--- config.mk ---
export PLATFORM = sky130hd
export DESIGN_NAME = board_renderer_flat
export DESIGN_NICKNAME = d
export VERILOG_FILES = /design/src/rtl/battleship_video_pkg.sv /design/src/rtl/board_renderer_if.sv /design/src/rtl/board_renderer_blink_timer.sv /design/src/rtl/board_renderer.sv /design/src/flat_wrapper.sv
export SDC_FILE = /design/constraint.sdc
export NUM_CORES = 1
export LEC_CHECK = 0
export BUFFER_PORTS_ARGS = -buffer_cell sky130_fd_sc_hd__buf_2
export CAP_MARGIN = 20
export CORE_ASPECT_RATIO = 0.8
export CORE_UTILIZATION = 46
export CTS_CLUSTER_DIAMETER = 50
export CTS_CLUSTER_SIZE = 40
export DETAILED_ROUTE_END_ITERATION = 6
export HOLD_SLACK_MARGIN = 0.08
export PLACE_DENSITY = 0.82
export RECOVER_POWER = 100
export SLEW_MARGIN = 30
export SYNTH_ARGS = -nofsm -noshare
export SYNTH_HDL_FRONTEND = slang
export SYNTH_SLANG_ARGS = --single-unit
export TNS_END_PERCENT = 1
--- constraint.sdc ---
create_clock -name clk -period 2.8 [get_ports clk]
set_input_delay 0.42 -clock clk [delete_from_list [all_inputs] [get_ports clk]]
set_output_delay 0.42 -clock clk [all_outputs]
set_load 0.01 [all_outputs]
--- src/rtl/battleship_video_pkg.sv ---
// Shared types and constants for the battleship video path: cell-state codes,
// fixed overlay colours and the {col,row} cell address used by the board RAMs.
package battleship_video_pkg;

    typedef enum logic [1:0] {
        CELL_EMPTY = 2'd0,
        CELL_MISS  = 2'd1,
        CELL_HIT   = 2'd2,
        CELL_SHIP  = 2'd3
    } cell_state_t;

    localparam logic [11:0] CURSOR_YELLOW = 12'hFF0;
    localparam logic [11:0] GRID_GREY     = 12'h888;
    localparam logic [11:0] BG_BLACK      = 12'h000;

    // Board index is always carried in two bits so up to four boards fit.
    localparam int BOARD_IDX_W = 2;

    typedef struct packed {
        logic [3:0] col;
        logic [3:0] row;
    } cell_addr_t;

endpackage

--- src/rtl/board_renderer_if.sv ---
// Memory-side bus of the board renderer: per-board cell-RAM ports plus the
// shared sprite-ROM address and its four parallel colour outputs.
interface board_renderer_if #(
    parameter int BOARDS    = 2,
    parameter int TILE_LOG2 = 5
);
    logic [8*BOARDS-1:0]    cell_ram_addr;
    logic [2*BOARDS-1:0]    cell_ram_data;
    logic [2*TILE_LOG2-1:0] sprite_addr;
    logic [11:0]            empty_data;
    logic [11:0]            miss_data;
    logic [11:0]            hit_data;
    logic [11:0]            ship_data;

    modport master (
        output cell_ram_addr, sprite_addr,
        input  cell_ram_data, empty_data, miss_data, hit_data, ship_data
    );

    modport slave (
        input  cell_ram_addr, sprite_addr,
        output cell_ram_data, empty_data, miss_data, hit_data, ship_data
    );
endinterface

--- src/rtl/board_renderer_blink_timer.sv ---
// Frame-counted cursor blink: counts frame_tick pulses and flips the phase
// every BLINK_FRAMES frames. Phase starts at 1 so the cursor is visible after reset.
module blink_timer #(
    parameter int BLINK_FRAMES = 30
) (
    input  logic clk,
    input  logic rst,
    input  logic frame_tick,
    output logic blink_phase
);
    localparam int CW = (BLINK_FRAMES > 1) ? $clog2(BLINK_FRAMES) : 1;
    localparam logic [CW-1:0] LAST = CW'(BLINK_FRAMES - 1);

    logic [CW-1:0] count_reg, count_next;
    logic          phase_reg, phase_next;

    always_comb begin
        count_next = count_reg;
        phase_next = phase_reg;
        if (frame_tick) begin
            if (count_reg == LAST) begin
                count_next = '0;
                phase_next = ~phase_reg;
            end else begin
                count_next = count_reg + 1'b1;
            end
        end
    end

    always_ff @(posedge clk) begin
        if (rst) begin
            count_reg <= '0;
            phase_reg <= 1'b1;
        end else begin
            count_reg <= count_next;
            phase_reg <= phase_next;
        end
    end

    assign blink_phase = phase_reg;
endmodule

--- src/rtl/board_renderer.sv ---
// Three-stage tile-board pixel renderer: decode -> memory read -> composite.
// Define GRID_LINES_EN to draw grey grid lines on tile edges inside boards.
module board_renderer
    import battleship_video_pkg::*;
#(
    parameter int          BOARDS       = 2,
    parameter int          GRID_W       = 10,
    parameter int          GRID_H       = 10,
    parameter int          TILE_LOG2    = 5,
    parameter int          BOARD_STRIDE = 10,
    parameter int          ORIGIN_Y     = 96,
    parameter int          BLINK_FRAMES = 30,
    parameter logic [11:0] BG_COLOR     = BG_BLACK
) (
    input  logic               clk,
    input  logic               rst,
    input  logic [9:0]         pixel_x,
    input  logic [9:0]         pixel_y,
    input  logic               vid_on,
    input  logic               frame_tick,
    input  logic               ghost_ship,
    input  logic [7:0]         cursor,
    input  logic [BOARDS-1:0]  cursor_en,
    input  logic [BOARDS-1:0]  ghost_en,
    board_renderer_if.master   mem,
    output logic [11:0]        screen_color,
    output logic               color_valid
);
    localparam logic [9:0] Y_LO = 10'(ORIGIN_Y);
    localparam logic [9:0] Y_HI = 10'(ORIGIN_Y + (GRID_H << TILE_LOG2));

    logic [9:0]             tcol, y_rel;
    logic                   in_tiles;
    logic [BOARDS-1:0]      board_hit;
    logic [3:0]             board_col [BOARDS];
    logic                   sel_valid;
    logic [BOARD_IDX_W-1:0] sel_board;
    logic [3:0]             sel_col, sel_row;
    logic                   cursor_hit;

    // y_rel wraps for rows above the tile region; it is only used under in_tiles.
    assign tcol     = pixel_x >> TILE_LOG2;
    assign y_rel    = pixel_y - Y_LO;
    assign in_tiles = (pixel_y >= Y_LO) && (pixel_y < Y_HI);
    assign sel_row  = 4'(y_rel >> TILE_LOG2);

    for (genvar gi = 0; gi < BOARDS; gi++) begin : g_board_decode
        localparam logic [9:0] B_LO = 10'(gi * BOARD_STRIDE);
        localparam logic [9:0] B_HI = 10'(gi * BOARD_STRIDE + GRID_W);
        assign board_hit[gi] = in_tiles && (tcol >= B_LO) && (tcol < B_HI);
        assign board_col[gi] = 4'(tcol - B_LO);
    end

    // Lowest-numbered matching board wins if strides ever overlap.
    always_comb begin
        sel_valid = 1'b0;
        sel_board = '0;
        sel_col   = '0;
        for (int i = BOARDS - 1; i >= 0; i--) begin
            if (board_hit[i]) begin
                sel_valid = 1'b1;
                sel_board = BOARD_IDX_W'(i);
                sel_col   = board_col[i];
            end
        end
    end

    assign cursor_hit = sel_valid && (sel_col == cursor[7:4]) && (sel_row == cursor[3:0]);

    // Stage 1: memory addresses and per-pixel flags.
    cell_addr_t             cell_addr_reg [BOARDS];
    logic [8*BOARDS-1:0]    cell_addr_flat;
    logic [2*TILE_LOG2-1:0] sprite_addr_reg;
    logic                   s1_vid, s1_in_board, s1_cursor, s1_ghost;
    logic [BOARD_IDX_W-1:0] s1_board;

    for (genvar gi = 0; gi < BOARDS; gi++) begin : g_cell_addr
        always_ff @(posedge clk) begin
            if (rst) begin
                cell_addr_reg[gi] <= '0;
            end else if (sel_valid && sel_board == BOARD_IDX_W'(gi)) begin
                cell_addr_reg[gi] <= '{col: sel_col, row: sel_row};
            end
        end
    end

    always_comb begin
        cell_addr_flat = '0;
        for (int i = 0; i < BOARDS; i++) begin
            cell_addr_flat[i*8 +: 8] = cell_addr_reg[i];
        end
    end

    assign mem.cell_ram_addr = cell_addr_flat;
    assign mem.sprite_addr   = sprite_addr_reg;

    always_ff @(posedge clk) begin
        if (rst) begin
            sprite_addr_reg <= '0;
            s1_vid          <= 1'b0;
            s1_in_board     <= 1'b0;
            s1_cursor       <= 1'b0;
            s1_ghost        <= 1'b0;
            s1_board        <= '0;
        end else begin
            if (sel_valid) begin
                sprite_addr_reg <= {y_rel[TILE_LOG2-1:0], pixel_x[TILE_LOG2-1:0]};
            end
            s1_vid      <= vid_on;
            s1_in_board <= sel_valid;
            s1_cursor   <= cursor_hit;
            s1_ghost    <= ghost_ship;
            s1_board    <= sel_board;
        end
    end

    // Stage 2: flags wait alongside the synchronous memory reads.
    logic                   s2_vid, s2_in_board, s2_cursor, s2_ghost;
    logic [BOARD_IDX_W-1:0] s2_board;

    always_ff @(posedge clk) begin
        if (rst) begin
            s2_vid      <= 1'b0;
            s2_in_board <= 1'b0;
            s2_cursor   <= 1'b0;
            s2_ghost    <= 1'b0;
            s2_board    <= '0;
        end else begin
            s2_vid      <= s1_vid;
            s2_in_board <= s1_in_board;
            s2_cursor   <= s1_cursor;
            s2_ghost    <= s1_ghost;
            s2_board    <= s1_board;
        end
    end

`ifdef GRID_LINES_EN
    logic s1_grid, s2_grid;
    always_ff @(posedge clk) begin
        if (rst) begin
            s1_grid <= 1'b0;
            s2_grid <= 1'b0;
        end else begin
            s1_grid <= (pixel_x[TILE_LOG2-1:0] == '0) || (y_rel[TILE_LOG2-1:0] == '0);
            s2_grid <= s1_grid;
        end
    end
`endif

    // Stage 3: composite. Enables are frame-static, so they are used unaligned.
    logic        blink_phase;
    logic [3:0]  cur_en4, ghost_en4;
    logic [7:0]  cell_data8;
    cell_state_t cell_state;
    logic [11:0] color_next, color_reg;
    logic        valid_reg;

    blink_timer #(.BLINK_FRAMES(BLINK_FRAMES)) u_blink (
        .clk         (clk),
        .rst         (rst),
        .frame_tick  (frame_tick),
        .blink_phase (blink_phase)
    );

    assign cur_en4    = 4'(cursor_en);
    assign ghost_en4  = 4'(ghost_en);
    assign cell_data8 = 8'(mem.cell_ram_data);
    assign cell_state = cell_state_t'(cell_data8[{s2_board, 1'b0} +: 2]);

    always_comb begin
        color_next = BG_COLOR;
        if (s2_vid && s2_in_board) begin
            if (s2_cursor && cur_en4[s2_board] && blink_phase) begin
                color_next = CURSOR_YELLOW;
`ifdef GRID_LINES_EN
            end else if (s2_grid) begin
                color_next = GRID_GREY;
`endif
            end else if (s2_ghost && ghost_en4[s2_board]) begin
                color_next = mem.ship_data;
            end else begin
                case (cell_state)
                    CELL_EMPTY: color_next = mem.empty_data;
                    CELL_MISS:  color_next = mem.miss_data;
                    CELL_HIT:   color_next = mem.hit_data;
                    CELL_SHIP:  color_next = mem.ship_data;
                endcase
            end
        end
    end

    always_ff @(posedge clk) begin
        if (rst) begin
            color_reg <= BG_COLOR;
            valid_reg <= 1'b0;
        end else begin
            color_reg <= color_next;
            valid_reg <= s2_vid;
        end
    end

    assign screen_color = color_reg;
    assign color_valid  = valid_reg;
endmodule

--- src/flat_wrapper.sv ---
// flat-port wrapper written by rule: the top's interface ports become plain ports
module board_renderer_flat import battleship_video_pkg::*;
#(
    parameter int          BOARDS       = 2,
    parameter int          GRID_W       = 10,
    parameter int          GRID_H       = 10,
    parameter int          TILE_LOG2    = 5,
    parameter int          BOARD_STRIDE = 10,
    parameter int          ORIGIN_Y     = 96,
    parameter int          BLINK_FRAMES = 30,
    parameter logic [11:0] BG_COLOR     = BG_BLACK
)
  (clk, rst, pixel_x, pixel_y, vid_on, frame_tick, ghost_ship, cursor, cursor_en, ghost_en, screen_color, color_valid, mem_cell_ram_addr, mem_sprite_addr, mem_cell_ram_data, mem_empty_data, mem_miss_data, mem_hit_data, mem_ship_data);
  board_renderer_if #(.BOARDS(BOARDS), .TILE_LOG2(TILE_LOG2)) mem_i ();
  input  logic clk;
  input  logic rst;
  input  logic [9:0] pixel_x;
  input  logic [9:0] pixel_y;
  input  logic vid_on;
  input  logic frame_tick;
  input  logic ghost_ship;
  input  logic [7:0] cursor;
  input  logic [BOARDS-1:0] cursor_en;
  input  logic [BOARDS-1:0] ghost_en;
  output logic [11:0] screen_color;
  output logic color_valid;
  output wire logic [$bits(mem_i.cell_ram_addr)-1:0] mem_cell_ram_addr;
  output wire logic [$bits(mem_i.sprite_addr)-1:0] mem_sprite_addr;
  input wire logic [$bits(mem_i.cell_ram_data)-1:0] mem_cell_ram_data;
  input wire logic [$bits(mem_i.empty_data)-1:0] mem_empty_data;
  input wire logic [$bits(mem_i.miss_data)-1:0] mem_miss_data;
  input wire logic [$bits(mem_i.hit_data)-1:0] mem_hit_data;
  input wire logic [$bits(mem_i.ship_data)-1:0] mem_ship_data;
  assign mem_cell_ram_addr = mem_i.cell_ram_addr;
  assign mem_sprite_addr = mem_i.sprite_addr;
  assign mem_i.cell_ram_data = mem_cell_ram_data;
  assign mem_i.empty_data = mem_empty_data;
  assign mem_i.miss_data = mem_miss_data;
  assign mem_i.hit_data = mem_hit_data;
  assign mem_i.ship_data = mem_ship_data;
  board_renderer #(.BOARDS(BOARDS), .GRID_W(GRID_W), .GRID_H(GRID_H), .TILE_LOG2(TILE_LOG2), .BOARD_STRIDE(BOARD_STRIDE), .ORIGIN_Y(ORIGIN_Y), .BLINK_FRAMES(BLINK_FRAMES), .BG_COLOR(BG_COLOR)) u_core (.clk(clk), .rst(rst), .pixel_x(pixel_x), .pixel_y(pixel_y), .vid_on(vid_on), .frame_tick(frame_tick), .ghost_ship(ghost_ship), .cursor(cursor), .cursor_en(cursor_en), .ghost_en(ghost_en), .mem(mem_i), .screen_color(screen_color), .color_valid(color_valid));
endmodule
==> metrics <==
RSZ-0062 raised after global routing no; flops & latches, synth 55; wire per inst about 14 µm; first-pass GRT wire length 10350 µm; Reg-to-Reg Start u_core.s2_board[0]$_SDFF_PP0_; Slew Limit Fails 0; Placer Congestion 0.8374; area occupied by multi-input gates 1316 µm²; Final Setup Violations 0; Mapped Avg Cell Area 10.15 µm²; Worst Path Arrival 2340 ps; Critical Path, Cell by Cell buf_2 > or4_1 > o211ai_1 > nand2_4 > or3_1 > nand2b_1; fin nets 483; vias in the first global route 2259; Port Buffers 127; R2R Setup Slk between 500 and 600 ps; Post-Route WL between 6000 and 7000 µm; depth of the most critical reg-to-reg path 6; Total Routing Usage GR 21.49%; Placed Area 3405 µm²; hold path endpoint u_core.s1_ghost$_SDFF_PP0_; io pins 128; Max VDD drop 0.0003700 V; max FFs per register 16; Die Wd 87.48 µm; leakage power 1.498 nW; Hold Path Stages 2; synthesized netlist cell count 265; reg-to-reg endpoint u_core.screen_color[11]$_SDFF_PP0_; Overflow after GRT 0; clock sinks 55; Max Cap Violations 0; CP startpoint kind input pin; period utilisation layout a little over four fifths; Die Span Y 70.38 µm; synth unique cells 45; Yosys warning count 0; Post-synth EDFFs 16; worst setup path startpoint pixel_y[1]; sequential-to-total area share from yosys stat 46.91%; vias per std cell 5.130; Slew headroom 13.49%; commonest non-fill, non-tap cells in the layout buf_2, clkbuf_1, nor2_1; initial antenna violation count 0; origin of the worst min-delay path ghost_ship; hold_buf cts 0; area grow syn2layout 28.48%; share of cells above drive strength 1 26.60%; H-tree depth 2; number of fill cells in the layout 527; syn_nets 358; setup TNS 0 ps; Top FF cell, synth dfxtp_1; CTS Buffer Depth 2; Worst-Margin Slew between 1000 and 1500 ps; largest net degree at the start of global routing 33; CTS clk-pin slew, worst paths ~90 ps; TritonRoute pass-1 iters 5; Num CTS Buffers 5; Final Cell Area 3455 µm²; Core Area between 5000 and 6000 µm²; DR DRC count 0; Antenna Cells 0; Setup Buffers After CTS 0; CP max FO 8; register area 1261 µm²; root buffer cell clkbuf_8; Hold Path Class in -> reg; worst path required time 2770 ps; Largest stage delay, worst path 530 ps; CTS tree done; Clock Latency Late Sink ~300 ps; Max Fclk about 0.42 GHz; slowest CP cell or4_1; most common cell after layout, fill and taps aside buf_2; Final ANT Viol Nets 0; Setup Crit Path Kind in -> reg; initial DRC count between 80 and 90; Critical Path End Type flip-flop; Power Density 508.8 nW/µm²; die area ~6200 µm²; Post-synth ARST share 0%; Vias 2406; Clock Skew 8.042 ps; DPL Wire Length approximately 5100 µm; Cell Area, Synth 2689 µm²; post-CTS resize count 0; Fin. Hold Viols 0; status completed; Final Critical Period roughly 2400 ps; starting density of the core 48.40%; num rows 24
report_power, final:
| part | switching (mW) | total (mW) | internal (mW) |
|---|---|---|---|
| Clock | 0.240 | 0.601 | 0.361 |
| Combinational | 0.155 | 0.290 | 0.135 |
| Sequential | 0.0138 | 0.867 | 0.853 |
Yosys cell counts (2+ instances only):
cell type  count  share of area [%]
nand3_1        2               0.37
or3_1          3               0.70
xor2_1         7                2.3
a22oi_1        5                1.4
o21ai_0        4               0.74
or2_2          2               0.47
nand4_1        4               0.93
mux2_2         2               0.84
o2bb2ai_1     11                3.6
nand2b_1       4               0.93
nor3_1         4               0.74
a21oi_1        7                1.3
mux2i_1       29                 11
nor2_1        42                5.9
or4_4          2               0.84
dfxtp_1       39                 29
a221oi_1       8                2.6
a211oi_1       3               0.84
ha_1           4                1.9
nor4_1         2               0.47
edfxtp_1      16                 18
o22ai_1        2               0.47
buf_2          5               0.93
nor2b_1        9                2.1
nand2_1        8                1.1
xnor2_1        3               0.98
and2_1         7                1.6
clkbuf_1       8                1.1
inv_1          7               0.98
cell families after synthesis:
logic type,count (synthesis),share of synthesized area (%)
adders and majority gates,4,1.861
and+or+nand+nor,96,18.47
buffers and inverters,22,3.350
AOI/OAI and AO/OA,46,13.68
muxes,31,11.63
DFF,55,46.91
xor gates and xnor gates,11,4.095
worst max-delay path by stage:
stage                                          endpoint  slack (ps)  depth (start not counted)
3_3_place_gp   u_core.cell_addr_reg[0][0]$_SDFFCE_PN0P_         400                          6
6_report       u_core.cell_addr_reg[0][3]$_SDFFCE_PN0P_         430                          6
5_1_grt        u_core.cell_addr_reg[0][4]$_SDFFCE_PN0P_         310                          6
3_5_place_dp   u_core.cell_addr_reg[0][1]$_SDFFCE_PN0P_         310                          6
2_1_floorplan  u_core.cell_addr_reg[0][0]$_SDFFCE_PN0P_         600                          5
4_1_cts        u_core.cell_addr_reg[0][3]$_SDFFCE_PN0P_         640                          6
layer usage:
metal	wire [µm]	vias up	GRT usage, %
li1	-	1203	-
met1	2855	1121	27.14
met2	3218	75	36.02
met3	321	7	5.201
met4	73	0	6.557
met5	0	-	0
final cells by class:
cell class	count	share of cell area [%]
Timing Repair Buffer	132	17.78
Tap cell	78	2.825
Sequential cell	55	36.51
Clock inverter	2	1.739
Inverter	8	0.9055
Clock buffer	6	2.137
Multi-Input combinational cell	188	38.10
through the flow:
stage          total power [mW]  setup slack [ps]  hold slack, ps  std cells  util [%]
4_1_cts                   1.782             640.2           315.9        469     63.69
2_1_floorplan             1.056             600.0           413.8        265         -
3_5_place_dp              1.187             312.2           425.0        461     61.28
3_3_place_gp              1.178             401.0           419.2        461     61.28
5_1_grt                   1.846             305.5           324.8        469     62.18
6_report                  1.758             434.2           321.2        469     62.18
critical path: cells and delay by family:
family	cells	cell delay, ps
buffers and inverters	1	110
AND/OR/NAND/NOR	4	1360
AO/OA/AOI/OAI	1	450
No activity file was read; power rests on OpenSTA's default activity.
